`src/rtl/mymem_pkg.sv`:
```
// Shared definitions for the scratchpad command sequencer.
// Contents: default address/data widths, command funct encodings and the
// sequencer state enum. Imported by mymem_seq_ctrl and mymem_burst_issuer.
package mymem_pkg;

  localparam int unsigned ADDR_W_DEF = 10;
  localparam int unsigned DATA_W_DEF = 64;

  localparam logic [1:0] FUNCT_WRITE = 2'd0;
  localparam logic [1:0] FUNCT_READ  = 2'd1;
  localparam logic [1:0] FUNCT_SUM   = 2'd2;

  typedef enum logic [2:0] {
    S_IDLE,
    S_WR,
    S_RD_REQ,
    S_RD_WAIT,
    S_SUM,
    S_RESP
  } state_t;

endpackage

```
`src/rtl/mymem_burst_issuer.sv`:
```
// Burst bookkeeping for multi-word memory operations.
// Tracks how many requests have been issued and how many read beats have
// come back, generates the wrapping word address of the next request and
// flags the final read beat.
// Ports:
//   clock, reset   rising-edge clock, synchronous active-high reset
//   start          load base/len; the first request (base+0) is issued by
//                  the caller on the same edge
//   base, len      burst base address and word count
//   active         burst in progress (counters advance only while high)
//   rd_valid       read beat from memory
//   issue_next     another request is due next cycle
//   addr_next      address for that request (base+i modulo 2^ADDR_W)
//   rcv_fire       current read beat belongs to this burst
//   rcv_last       current read beat is the final one
module mymem_burst_issuer import mymem_pkg::*; #(
  parameter int unsigned ADDR_W = ADDR_W_DEF,
  parameter int unsigned LEN_W  = ADDR_W + 1
) (
  input  logic              clock,
  input  logic              reset,
  input  logic              start,
  input  logic [ADDR_W-1:0] base,
  input  logic [LEN_W-1:0]  len,
  input  logic              active,
  input  logic              rd_valid,
  output logic              issue_next,
  output logic [ADDR_W-1:0] addr_next,
  output logic              rcv_fire,
  output logic              rcv_last
);

  logic [LEN_W-1:0]  issue_cnt;
  logic [LEN_W-1:0]  rcv_cnt;
  logic [LEN_W-1:0]  len_q;
  logic [ADDR_W-1:0] base_q;
  logic              done;

  always_ff @(posedge clock) begin
    if (reset) begin
      issue_cnt <= '0;
      rcv_cnt   <= '0;
      len_q     <= '0;
      base_q    <= '0;
    end else if (start) begin
      // issue count starts at 1: the first request leaves on the start edge
      issue_cnt <= LEN_W'(1);
      rcv_cnt   <= '0;
      len_q     <= len;
      base_q    <= base;
    end else if (active) begin
      if (issue_next) issue_cnt <= issue_cnt + LEN_W'(1);
      if (rcv_fire)   rcv_cnt   <= rcv_cnt + LEN_W'(1);
    end
  end

  assign done       = (rcv_cnt == len_q);
  assign issue_next = active && (issue_cnt < len_q);
  // issue_cnt < len_q <= 2^ADDR_W whenever this is used, so the slice is exact
  assign addr_next  = base_q + issue_cnt[ADDR_W-1:0];
  assign rcv_fire   = active && rd_valid && !done;
  assign rcv_last   = rcv_fire && ((rcv_cnt + LEN_W'(1)) == len_q);

endmodule

```
`src/rtl/mymem_seq_ctrl.sv`:
```
// Command sequencer in front of the single-port scratchpad memory.
// Accepts WRITE / READ / SUM commands, drives the memory request port,
// collects 1-cycle-latency read data and returns READ/SUM results on a
// valid/ready response channel. funct 3 is consumed silently.
// Ports:
//   clock, reset                 rising-edge clock, synchronous active-high reset
//   cmd_valid/cmd_ready          command handshake
//   cmd_funct/rd/addr/len/data   command fields
//   resp_valid/resp_ready        response handshake
//   resp_rd/resp_data            echoed tag and result
//   mem_rqvalid/wren/addr/wrdata memory request port
//   mem_rdvalid/rddata           memory read return
//   busy                         sequencer not idle
module mymem_seq_ctrl import mymem_pkg::*; #(
  parameter int unsigned ADDR_W = ADDR_W_DEF,
  parameter int unsigned DATA_W = DATA_W_DEF,
  parameter int unsigned LEN_W  = ADDR_W + 1
) (
  input  logic              clock,
  input  logic              reset,
  input  logic              cmd_valid,
  output logic              cmd_ready,
  input  logic [1:0]        cmd_funct,
  input  logic [4:0]        cmd_rd,
  input  logic [ADDR_W-1:0] cmd_addr,
  input  logic [LEN_W-1:0]  cmd_len,
  input  logic [DATA_W-1:0] cmd_data,
  output logic              resp_valid,
  input  logic              resp_ready,
  output logic [4:0]        resp_rd,
  output logic [DATA_W-1:0] resp_data,
  output logic              mem_rqvalid,
  output logic              mem_wren,
  output logic [ADDR_W-1:0] mem_addr,
  output logic [DATA_W-1:0] mem_wrdata,
  input  logic              mem_rdvalid,
  input  logic [DATA_W-1:0] mem_rddata,
  output logic              busy
);

  state_t            state;
  logic [DATA_W-1:0] acc;
  logic              burst_start;
  logic              issue_next;
  logic [ADDR_W-1:0] addr_next;
  logic              rcv_fire;
  logic              rcv_last;

  // Handshake/status outputs are pure decodes of the registered state.
  assign cmd_ready  = (state == S_IDLE);
  assign resp_valid = (state == S_RESP);
  assign mem_wren   = (state == S_WR);
  assign busy       = (state != S_IDLE);

  assign burst_start = cmd_valid && (state == S_IDLE) && (cmd_funct == FUNCT_SUM);

  mymem_burst_issuer #(
    .ADDR_W (ADDR_W),
    .LEN_W  (LEN_W)
  ) u_issuer (
    .clock      (clock),
    .reset      (reset),
    .start      (burst_start),
    .base       (cmd_addr),
    .len        (cmd_len),
    .active     (state == S_SUM),
    .rd_valid   (mem_rdvalid),
    .issue_next (issue_next),
    .addr_next  (addr_next),
    .rcv_fire   (rcv_fire),
    .rcv_last   (rcv_last)
  );

  always_ff @(posedge clock) begin
    if (reset) begin
      state       <= S_IDLE;
      mem_rqvalid <= 1'b0;
      mem_addr    <= '0;
      mem_wrdata  <= '0;
      resp_rd     <= '0;
      resp_data   <= '0;
      acc         <= '0;
    end else begin
      case (state)
        S_IDLE: begin
          if (cmd_valid) begin
            resp_rd    <= cmd_rd;
            mem_addr   <= cmd_addr;
            mem_wrdata <= cmd_data;
            case (cmd_funct)
              FUNCT_WRITE: state <= S_WR;
              FUNCT_READ: begin
                state       <= S_RD_REQ;
                mem_rqvalid <= 1'b1;
              end
              FUNCT_SUM: begin
                acc <= '0;
                if (cmd_len != '0) begin
                  state       <= S_SUM;
                  mem_rqvalid <= 1'b1;
                end else begin
                  state     <= S_RESP;
                  resp_data <= '0;
                end
              end
              default: ;
            endcase
          end
        end

        S_WR: state <= S_IDLE;

        S_RD_REQ: begin
          mem_rqvalid <= 1'b0;
          state       <= S_RD_WAIT;
        end

        S_RD_WAIT: begin
          if (mem_rdvalid) begin
            resp_data <= mem_rddata;
            state     <= S_RESP;
          end
        end

        S_SUM: begin
          mem_rqvalid <= issue_next;
          if (issue_next) mem_addr <= addr_next;
          if (rcv_fire) acc <= acc + mem_rddata;
          // final beat folds straight into the response so RESP starts next cycle
          if (rcv_last) begin
            resp_data <= acc + mem_rddata;
            state     <= S_RESP;
          end
        end

        S_RESP: begin
          if (resp_ready) state <= S_IDLE;
        end

        default: begin
          state       <= S_IDLE;
          mem_rqvalid <= 1'b0;
        end
      endcase
    end
  end

endmodule

```
`config.mk`:
```
export PLATFORM = sky130hd
export DESIGN_NAME = mymem_seq_ctrl
export DESIGN_NICKNAME = d
export VERILOG_FILES = /design/src/rtl/mymem_pkg.sv /design/src/rtl/mymem_burst_issuer.sv /design/src/rtl/mymem_seq_ctrl.sv
export SDC_FILE = /design/constraint.sdc
export NUM_CORES = 1
export LEC_CHECK = 0
export ABC_AREA = 1
export BUFFER_PORTS_ARGS = -buffer_cell sky130_fd_sc_hd__clkbuf_2
export CAP_MARGIN = 20
export CORE_ASPECT_RATIO = 2
export CORE_MARGIN = 2
export CORE_UTILIZATION = 52
export CTS_CLUSTER_DIAMETER = 120
export CTS_CLUSTER_SIZE = 16
export DETAILED_ROUTE_END_ITERATION = 10
export HOLD_SLACK_MARGIN = 0.05
export PLACE_DENSITY_LB_ADDON = 0.12
export SETUP_SLACK_MARGIN = 0.5
export SLEW_MARGIN = 10
export SYNTH_ARGS = -nofsm -noshare
export SYNTH_HDL_FRONTEND = slang
export SYNTH_SLANG_ARGS = --single-unit
```
`constraint.sdc`:
```
create_clock -name clock -period 1.95 [get_ports clock]
set_input_delay 0.195 -clock clock [delete_from_list [all_inputs] [get_ports clock]]
set_output_delay 0.195 -clock clock [all_outputs]
set_load 0.02 [all_outputs]
```
==> results of run 1 <==
## stage by stage
stage,setup TNS (ps),hold slack [ps],cells,setup slack (ps),instance area [sq um]
2_1_floorplan,-343.6,264.1,2979,-9.481,17720
3_3_place_gp,-39760,416.4,3936,-606.8,21800
3_5_place_dp,-41260,425.6,3936,-555.9,21800
4_1_cts,-24890,51.48,4128,-354.9,26770
## layer usage
| layer | GRT overflow | GRT usage, % |
|---|---|---|
| met1 | 0 | 61.77 |
| met2 | 34 | 95.34 |
| met3 | 2 | 41.90 |
| met4 | 37 | 79.15 |
| met5 | 0 | 7.639 |
## logic make-up after synthesis
family | after synthesis | synth area share (%)
AO/OA/AOI/OAI | 417 | 12.34
XOR/XNOR | 19 | 0.9634
adder cells (fa/ha/maj) | 86 | 6.316
buffers and inverters | 570 | 12.71
flip-flops | 254 | 29.44
AND/OR/NAND/NOR | 1633 | 38.24
## what timing repair did
| item | in CTS |
|---|---|
| buffers inserted | 47 |
| endpoints found under the hold margin | 112 |
| pin swaps | 99 |
| gates resized for setup | 681 |
| endpoints found under the setup margin | 258 |
| hold buffers | 102 |
| gates cloned | 21 |
## synthesized netlist by cell type (4+ instances only)
cell and instances:
nand4_1 33, inv_2 10, buf_1 6, or2_2 8, ha_1 84, nor2_1 430, o21ai_1 8, xor2_1 10
a21oi_1 183, nor3b_1 4, clkbuf_1 62, inv_1 465, nor2_2 22, nand3b_1 9, nor3_1 26, dfxtp_1 254
o21ai_0 207, a211oi_1 4, xnor2_1 9, nor2_4 5, buf_2 20, nand3_1 130, a31oi_1 4, nand2_1 956
==> impl_metrics.yaml, run 1 <==
run_status:
  status: "aborted with a tool error"
  lastStage: "5_1_grt"
  first-error: "[ERROR GRT-0232] Routing congestion too high. Check the congestion heatmap in the GUI."
logic_synthesis:
  syn_inst: 2979
  ys.warnings.count: 0
  syn_nets: 3226
  synthArstFlopShare_pct: 0
  ys_seq_area_share_pct: 29.44
  syn_area_sq_um: 17270
  synth_area_leaders: "dfxtp_1 29%, nand2_1 21%, inv_1 10%"
  synth_top_cell_area_share_pct: 29.44
  ys.flop_type: "dfxtp_1"
  yosys_register_bits: 254
  synth_area_per_cell_sq_um: 5.799
  synth_enable_flop_cells: 0
  synth_cell_types: 43
  yosys.area.top_type: "dfxtp_1"
floorplan:
  die_w_um: 132.9
  die_h_um: 261.8
  ioPinCount: 309
  rows: 94
  start_util_pct: 52.64
global_route:
  grt_usage_pct: 67.86
  overflow: 73
  grt_max_degree: 70
placed_design:
  gp_congestion: 1.113
  dp_hpwl_um: 54740
  place.port_buffers: 308
clocking:
  cts_sinks: 254
  cts_buffers: 19
  htreeDepth: 1
  cts_max_path_buffers: 3
  cts_root_buf: "clkbuf_16"
timing:
  worstEndpointGrtRepair: "resp_data[32]$_SDFFE_PP0P_/D"
  worstEndpointType: "register data pin"
==> inputs of run 2 (changes only) <==
--- a/config.mk
+++ b/config.mk
@@ -8,15 +8,10 @@
 export ABC_AREA = 1
 export BUFFER_PORTS_ARGS = -buffer_cell sky130_fd_sc_hd__clkbuf_2
 export CAP_MARGIN = 20
-export CORE_ASPECT_RATIO = 2
 export CORE_MARGIN = 2
-export CORE_UTILIZATION = 52
-export CTS_CLUSTER_DIAMETER = 120
-export CTS_CLUSTER_SIZE = 16
+export CORE_UTILIZATION = 40
 export DETAILED_ROUTE_END_ITERATION = 10
-export HOLD_SLACK_MARGIN = 0.05
-export PLACE_DENSITY_LB_ADDON = 0.12
-export SETUP_SLACK_MARGIN = 0.5
+export PLACE_DENSITY_LB_ADDON = 0.15
 export SLEW_MARGIN = 10
 export SYNTH_ARGS = -nofsm -noshare
 export SYNTH_HDL_FRONTEND = slang
==> constraint.sdc (replaced) <==
create_clock -name clock -period 2.5 [get_ports clock]
set_input_delay 0.25 -clock clock [delete_from_list [all_inputs] [get_ports clock]]
set_output_delay 0.25 -clock clock [all_outputs]
set_load 0.02 [all_outputs]
==> run 2 against run 1 <==
Compared with the run above: the run now ends clean; synthesized cell count stayed put; area after synthesis is the same.
==> impl_metrics.yaml, run 2 <==
run_status:
  status: "finished, final reports clean"
timing:
  final-max-slew-violation-count: 0
  fin_crit_sh_pct: 93.71
  hold_ws_ps: 29.20
  slew_headroom_pct: 49.53
  max_freq_mhz: 426.9
  hold_viol: 0
  tightest_slew_ps: 757.1
  period_needed_ps: 2343
  skew_ps: 15.02
  setup_viol: 0
  rsz0062_at_grt: "true"
finish:
  drive_gt1_share_pct: 16.96
  final_util_pct: 52.28
  stdcell_count: 4044
  final_common_cell: "nand2_1"
  syn_to_final_growth_pct: 29.79
  nets: 3678
  final_cell_mix: "936 x nand2_1, 463 x inv_1, 403 x nor2_1"
  n_fill_cell: 4420
  top_regs: "acc: 64 flops, mem_wrdata: 64 flops, resp_data: 64 flops"
logic_synthesis:
  ys.warnings.count: 0
  synth_area_leaders: "dfxtp_1 29%, nand2_1 21%, inv_1 10%"
  synthSimpleGateAreaFrac_pct: 38.24
  synth-adder-area-share_pct: 6.316
  synth_area_per_cell_sq_um: 5.799
  synth_top_family_by_area: "simple AND/OR/NAND/NOR gates"
  synth-compound-area-share_pct: 12.34
  syn_nets: 3226
  yosys.area.top_type: "dfxtp_1"
  syn_inst: 2979
  synth_xor_area_share_pct: 0.9633
  synth_common_cells: "956 x nand2_1, 465 x inv_1, 430 x nor2_1"
  yosys_register_bits: 254
  synth_top_cell_area_share_pct: 29.44
  synth_cell_types: 43
  ys.flop_type: "dfxtp_1"
  ys_seq_area_share_pct: 29.44
  synthArstFlopShare_pct: 0
  syn_area_sq_um: 17270
  synth_enable_flop_cells: 0
  muxShareOfSynthArea_pct: 0
  synth_most_common_cell: "nand2_1"
power_and_ir_drop:
  peakVddDrop_mv: 0.6807
  p_total_w: 0.02038
  power_density_nw_per_um2: 909.2
  leakagePower_nw: 12.17
  switching_power_w: 0.009032
  p_int_w: 0.01135
  seqPwrFrac_pct: 27.8
  switching_share_pct: 44.31
  pwr-share-comb_pct: 48.5
  clkPwrFrac_pct: 23.7
worst_hold_path:
  min_to: "resp_data[44]"
  min-delay-start: "mem_rddata[44]"
  worst_hold_path_type: "primary input to register"
  whs_path_depth: 5
global_route:
  grt_max_degree: 123
  grt_pass1_wl_um: 97520
  overflow: 0
  grt_usage_pct: 27.34
  antenna_found_initial: 6
  grt_pass1_vias: 18720
clocking:
  cts_sinks: 254
  cts_tree: "done"
  htreeDepth: 1
  cts_max_path_buffers: 3
  clk_pin_slew_worst_paths_ps: 60
  cts_buffers: 30
  clk_latency_ps: 590
  cts_root_buf: "clkbuf_16"
worst_setup_path:
  critical-path-max-stage-delay_ps: 340
  end_kind: "register"
  cp-start-kind: "register"
  critPathArrivalTime_ps: 2820
  cp.required_ps: 2970
  r2r_slack_ps: 160
  crit_slowest_cell: "ha_1"
  crit_fanout: 4
  rr_worst_depth: 14
  r2r_end: "resp_data[48]"
  rr_startpoint: "acc[17]"
  crit_chain: "ha_1 -> buf_4 -> nand2_1 -> nor2_2 -> nand2_1 -> buf_4 -> nor2_1 -> nand3_1 -> nand3_1 -> nand2_1 -> nand3_1 -> nand2_1 -> nor2_1 -> nor2_1"
  cpMostUsedCell: "nand2_1"
  crit_type: "register to register"
route:
  drtIter0Drc: 1104
  dr.pass1.iters: 6
  viasPerCell: 4.813
  num_vias: 19460
  drc: 0
  routed_wl_um: 62820
  route.detailed.wl_per_inst_um: 15.53
  ant_nets: 0
placed_design:
  gp_congestion: 0.9736
  place.port_buffers: 308
  dp_hpwl_um: 48380
  placed_cells: 3881
floorplan:
  dieArea_sq_um: 44860
  core_sq_um: 42890
  die_w_um: 211.8
  ioPinCount: 309
  die_h_um: 211.8
  start_util_pct: 40.28
  rows: 76
run:
  maxCapViolations: 0
[run 2: cell counts after synthesis]
Identical to the previous run, type by type.
[run 2: cell type report]
class	instances	area, sq um	share of cell area, %
Inverter	476	1792	7.992
Multi-Input combinational cell	2155	10270	45.83
Sequential cell	254	5087	22.69
Clock inverter	14	198.9	0.8873
Antenna cell	4	10.01	0.04465
Clock buffer	42	887.1	3.957
Timing Repair Buffer	514	3438	15.34
Tap cell	585	732.0	3.265
[run 2: per-layer routing]
layer,global-route usage (%),routed length (um),up-vias
li1,-,-,10120
met1,33.41,27440,8693
met2,47.33,29190,542
met3,6.216,4217,104
met4,8.961,1942,4
met5,0,27,-
[run 2: worst max-delay path by stage]
stage,start,to,slack (ps)
2_1_floorplan,u_issuer.rcv_cnt[0],resp_data[10],440
3_5_place_dp,mem_rddata[0],resp_data[52],-70
6_report,acc[17],resp_data[48],160
4_1_cts,acc[0],resp_data[52],2
5_1_grt,acc[5],resp_data[26],-20
3_3_place_gp,mem_rddata[0],resp_data[56],-110
[run 2: repair_timing]
action / CTS / global route
hold buffers: 102 / 0
resized for setup: 1 / 80
buffers inserted: 0 / 1
endpoints found under the hold margin: 111 / 0
endpoints found under the setup margin: 1 / 64
pin swaps: 0 / 3
[run 2: logic make-up (layout without fill, tap and decap cells)]
family / count (synthesis) / in the layout
DFF: 254 / 254
other: 0 / 4
adders and majority gates: 86 / 86
and+or+nand+nor: 1633 / 1633
buffers and inverters: 570 / 1046
xor gates and xnor gates: 19 / 19
AOI/OAI and AO/OA: 417 / 417
[run 2: worst max-delay path: cells and delay by family (launching register included)]
kind / cells / cell delay [ps]
DFF: 1 / 310
adders and majority gates: 1 / 340
buffers and inverters: 2 / 300
and+or+nand+nor: 11 / 1280
[run 2: power by group through the flow]
stage	Clock, W	Sequential (W)	Combinational (W)
after global placement	0	0.00569	0.00944
after floorplan	0	0.00647	0.00556
after CTS	0.00496	0.00565	0.00972
after detailed placement	0	0.00571	0.00954
final	0.00483	0.00567	0.00989
after global routing	0.00511	0.00579	0.0111
[run 2: metrics by stage]
step	area, sq um	setup slack [ps]	TNS, ps
after global placement	20020	-105.1	-324.4
after floorplan	17270	442.2	0
after CTS	22130	1.977	0
after global routing	22410	-15.12	-28.61
after detailed placement	20020	-69.30	-276.9
final	22420	157.3	0
No activity file was read; power rests on OpenSTA's default activity.
==> inputs of run 3 (changes only) <==
--- a/config.mk
+++ b/config.mk
@@ -9,7 +9,7 @@
 export BUFFER_PORTS_ARGS = -buffer_cell sky130_fd_sc_hd__clkbuf_2
 export CAP_MARGIN = 20
 export CORE_MARGIN = 2
-export CORE_UTILIZATION = 40
+export CORE_UTILIZATION = 55
 export DETAILED_ROUTE_END_ITERATION = 10
 export PLACE_DENSITY_LB_ADDON = 0.15
 export SLEW_MARGIN = 10
==> run 3 against run 2 <==
Compared with the run above: highest routed layer unchanged; largest power group unchanged; clock skew is 2.4 ps higher; sequential power up 2%; maximum frequency down 2.0%; combinational power about the same; largest cell class unchanged; clock-buffer cell count is 8 lower.
==> impl_metrics.yaml, run 3 (synthesis gave the netlist of run 2 again) <==
power_and_ir_drop:
  peakVddDrop_mv: 0.9517
  leakagePower_nw: 11.92
  power_density_nw_per_um2: 930.1
route:
  drtIter0Drc: 1659
  drc: 0
  viasPerCell: 5.379
  route.detailed.wl_per_inst_um: 17.23
  routed_wl_um: 65720
  ant_nets: 0
  dr.pass1.iters: 8
  num_vias: 20520
global_route:
  antenna_found_initial: 3
  busiest_layer: "met2"
  grt_usage_pct: 38.41
  overflow: 0
  met2_usage_pct: 66.82
  grt_util_met3_pct: 6.269
  globalRouteMet1Util_pct: 45.27
  grt_pass1_wl_um: 102100
  grt_pass1_vias: 19980
  grt_max_degree: 123
timing:
  tightest_slew_ps: 795.2
  setup_slack_ps: 109.8
  max_freq_mhz: 418.4
  hold_viol: 0
  final-max-slew-violation-count: 0
  period_needed_ps: 2390
  skew_ps: 17.43
  setup_viol: 0
  hold_ws_ps: 2.761
  fin_crit_sh_pct: 95.61
  slew_headroom_pct: 46.98
clocking:
  cts_buffers: 29
  cts_root_buf: "clkbuf_16"
  htreeDepth: 1
  clk_pin_slew_worst_paths_ps: 70
  cts_max_path_buffers: 3
  cts_tree: "done"
  cts_sinks: 254
  clk_latency_ps: 600
finish:
  top_regs: "acc: 64 flops, mem_wrdata: 64 flops, resp_data: 64 flops"
  final_cell_mix: "944 x nand2_1, 462 x inv_1, 408 x nor2_1"
  final_common_cell: "nand2_1"
  fin_area_sq_um: 21690
  syn_to_final_growth_pct: 25.58
  drive_gt1_share_pct: 16.42
  n_fill_cell: 2667
  nets: 3642
floorplan:
  start_util_pct: 56.18
  dieArea_sq_um: 32840
  core_sq_um: 30750
  die_w_um: 181.2
  ioPinCount: 309
  rows: 64
  die_h_um: 181.2
run_status:
  status: "finished, final reports clean"
worst_setup_path:
  critPathArrivalTime_ps: 2870
  cp-startpoint: "u_issuer.issue_cnt[0]"
  cp-start-kind: "register"
  r2r_end: "mem_addr[4]"
  crit_type: "register to register"
  critical-path-max-stage-delay_ps: 460
  crit_fanout: 5
  rr_startpoint: "u_issuer.issue_cnt[0]"
  cp.required_ps: 2980
  end_kind: "register"
  crit_chain: "ha_1 -> inv_1 -> fa_1 -> o21ai_1 -> buf_4 -> xor2_1 -> o21ai_0 -> a211oi_1"
  crit_slowest_cell: "dfxtp_1"
  rr_worst_depth: 8
  r2r_slack_ps: 110
placed_design:
  dp_hpwl_um: 46410
  place_ws_ps: -55.67
  dpl-instance-area_sq_um: 19550
  place.port_buffers: 308
  gp_congestion: 0.9965
worst_hold_path:
  worst_hold_path_type: "primary input to register"
  min-delay-start: "cmd_len[1]"
  whs_path_depth: 3
  min_to: "u_issuer.len_q[1]"
run:
  maxCapViolations: 0
-- run 3: metal layers --
layer | wire, um | vias to the layer above | part of all wire (%)
met4 | 4199 | 4 | 6.4
met1 | 25620 | 9154 | 39
met2 | 30410 | 1034 | 46
met3 | 5458 | 256 | 8.3
li1 | - | 10070 | -
met5 | 30 | - | 0.046
-- run 3: final cells by class --
| cell class | instances | area (sq um) | area share [%] |
|---|---|---|---|
| repair buffers | 478 | 3141 | 14.48 |
| well taps | 396 | 495.5 | 2.284 |
| flip-flops and latches | 254 | 5089 | 23.46 |
| clock buffers | 34 | 784.5 | 3.617 |
| repair inverters | 1 | 7.507 | 0.03461 |
| multi-input cells | 2155 | 10230 | 47.15 |
| inverters | 476 | 1799 | 8.294 |
| diodes | 1 | 2.502 | 0.01154 |
| clock inverters | 19 | 146.4 | 0.6749 |
-- run 3: through the flow --
stage,cells,util (%),total power [W],TNS (ps)
after global placement,3663,63.58,0.01490,-118.9
after floorplan,2979,-,0.01203,0
after detailed placement,3663,63.58,0.01511,-148.3
after global routing,3813,70.54,0.02142,-78.30
final,3814,70.54,0.02018,0
after CTS,3801,69.40,0.01946,0
-- run 3: power by group --
| group | internal (W) | switching, W |
|---|---|---|
| registers | 0.00509 | 0.000673 |
| logic | 0.00324 | 0.00692 |
| clock network | 0.00235 | 0.00190 |
| total | 0.0107 | 0.00950 |
-- run 3: worst max path at each step --
stage	slack, ps	to	cells after the start
6_report	110	mem_addr[4]	8
5_1_grt	-40	resp_data[59]	15
4_1_cts	8	resp_data[62]	18
3_5_place_dp	-60	resp_data[62]	19
3_3_place_gp	-40	resp_data[62]	18
2_1_floorplan	440	resp_data[10]	14
-- run 3: what timing repair did --
action / CTS / global route
cloned: 0 / 2
buffers inserted: 0 / 9
pin swaps: 0 / 3
hold buffers: 85 / 1
resized for setup: 3 / 82
setup endpoints to repair: 2 / 115
hold endpoints to repair: 93 / 1
-- run 3: worst max-delay path, delay by kind of cell (launching register included) --
family	cells	cell delay, ps
adder cells (fa/ha/maj)	2	710
XOR/XNOR	1	160
AO/OA/AOI/OAI	3	680
flip-flops	1	460
buffers and inverters	2	270
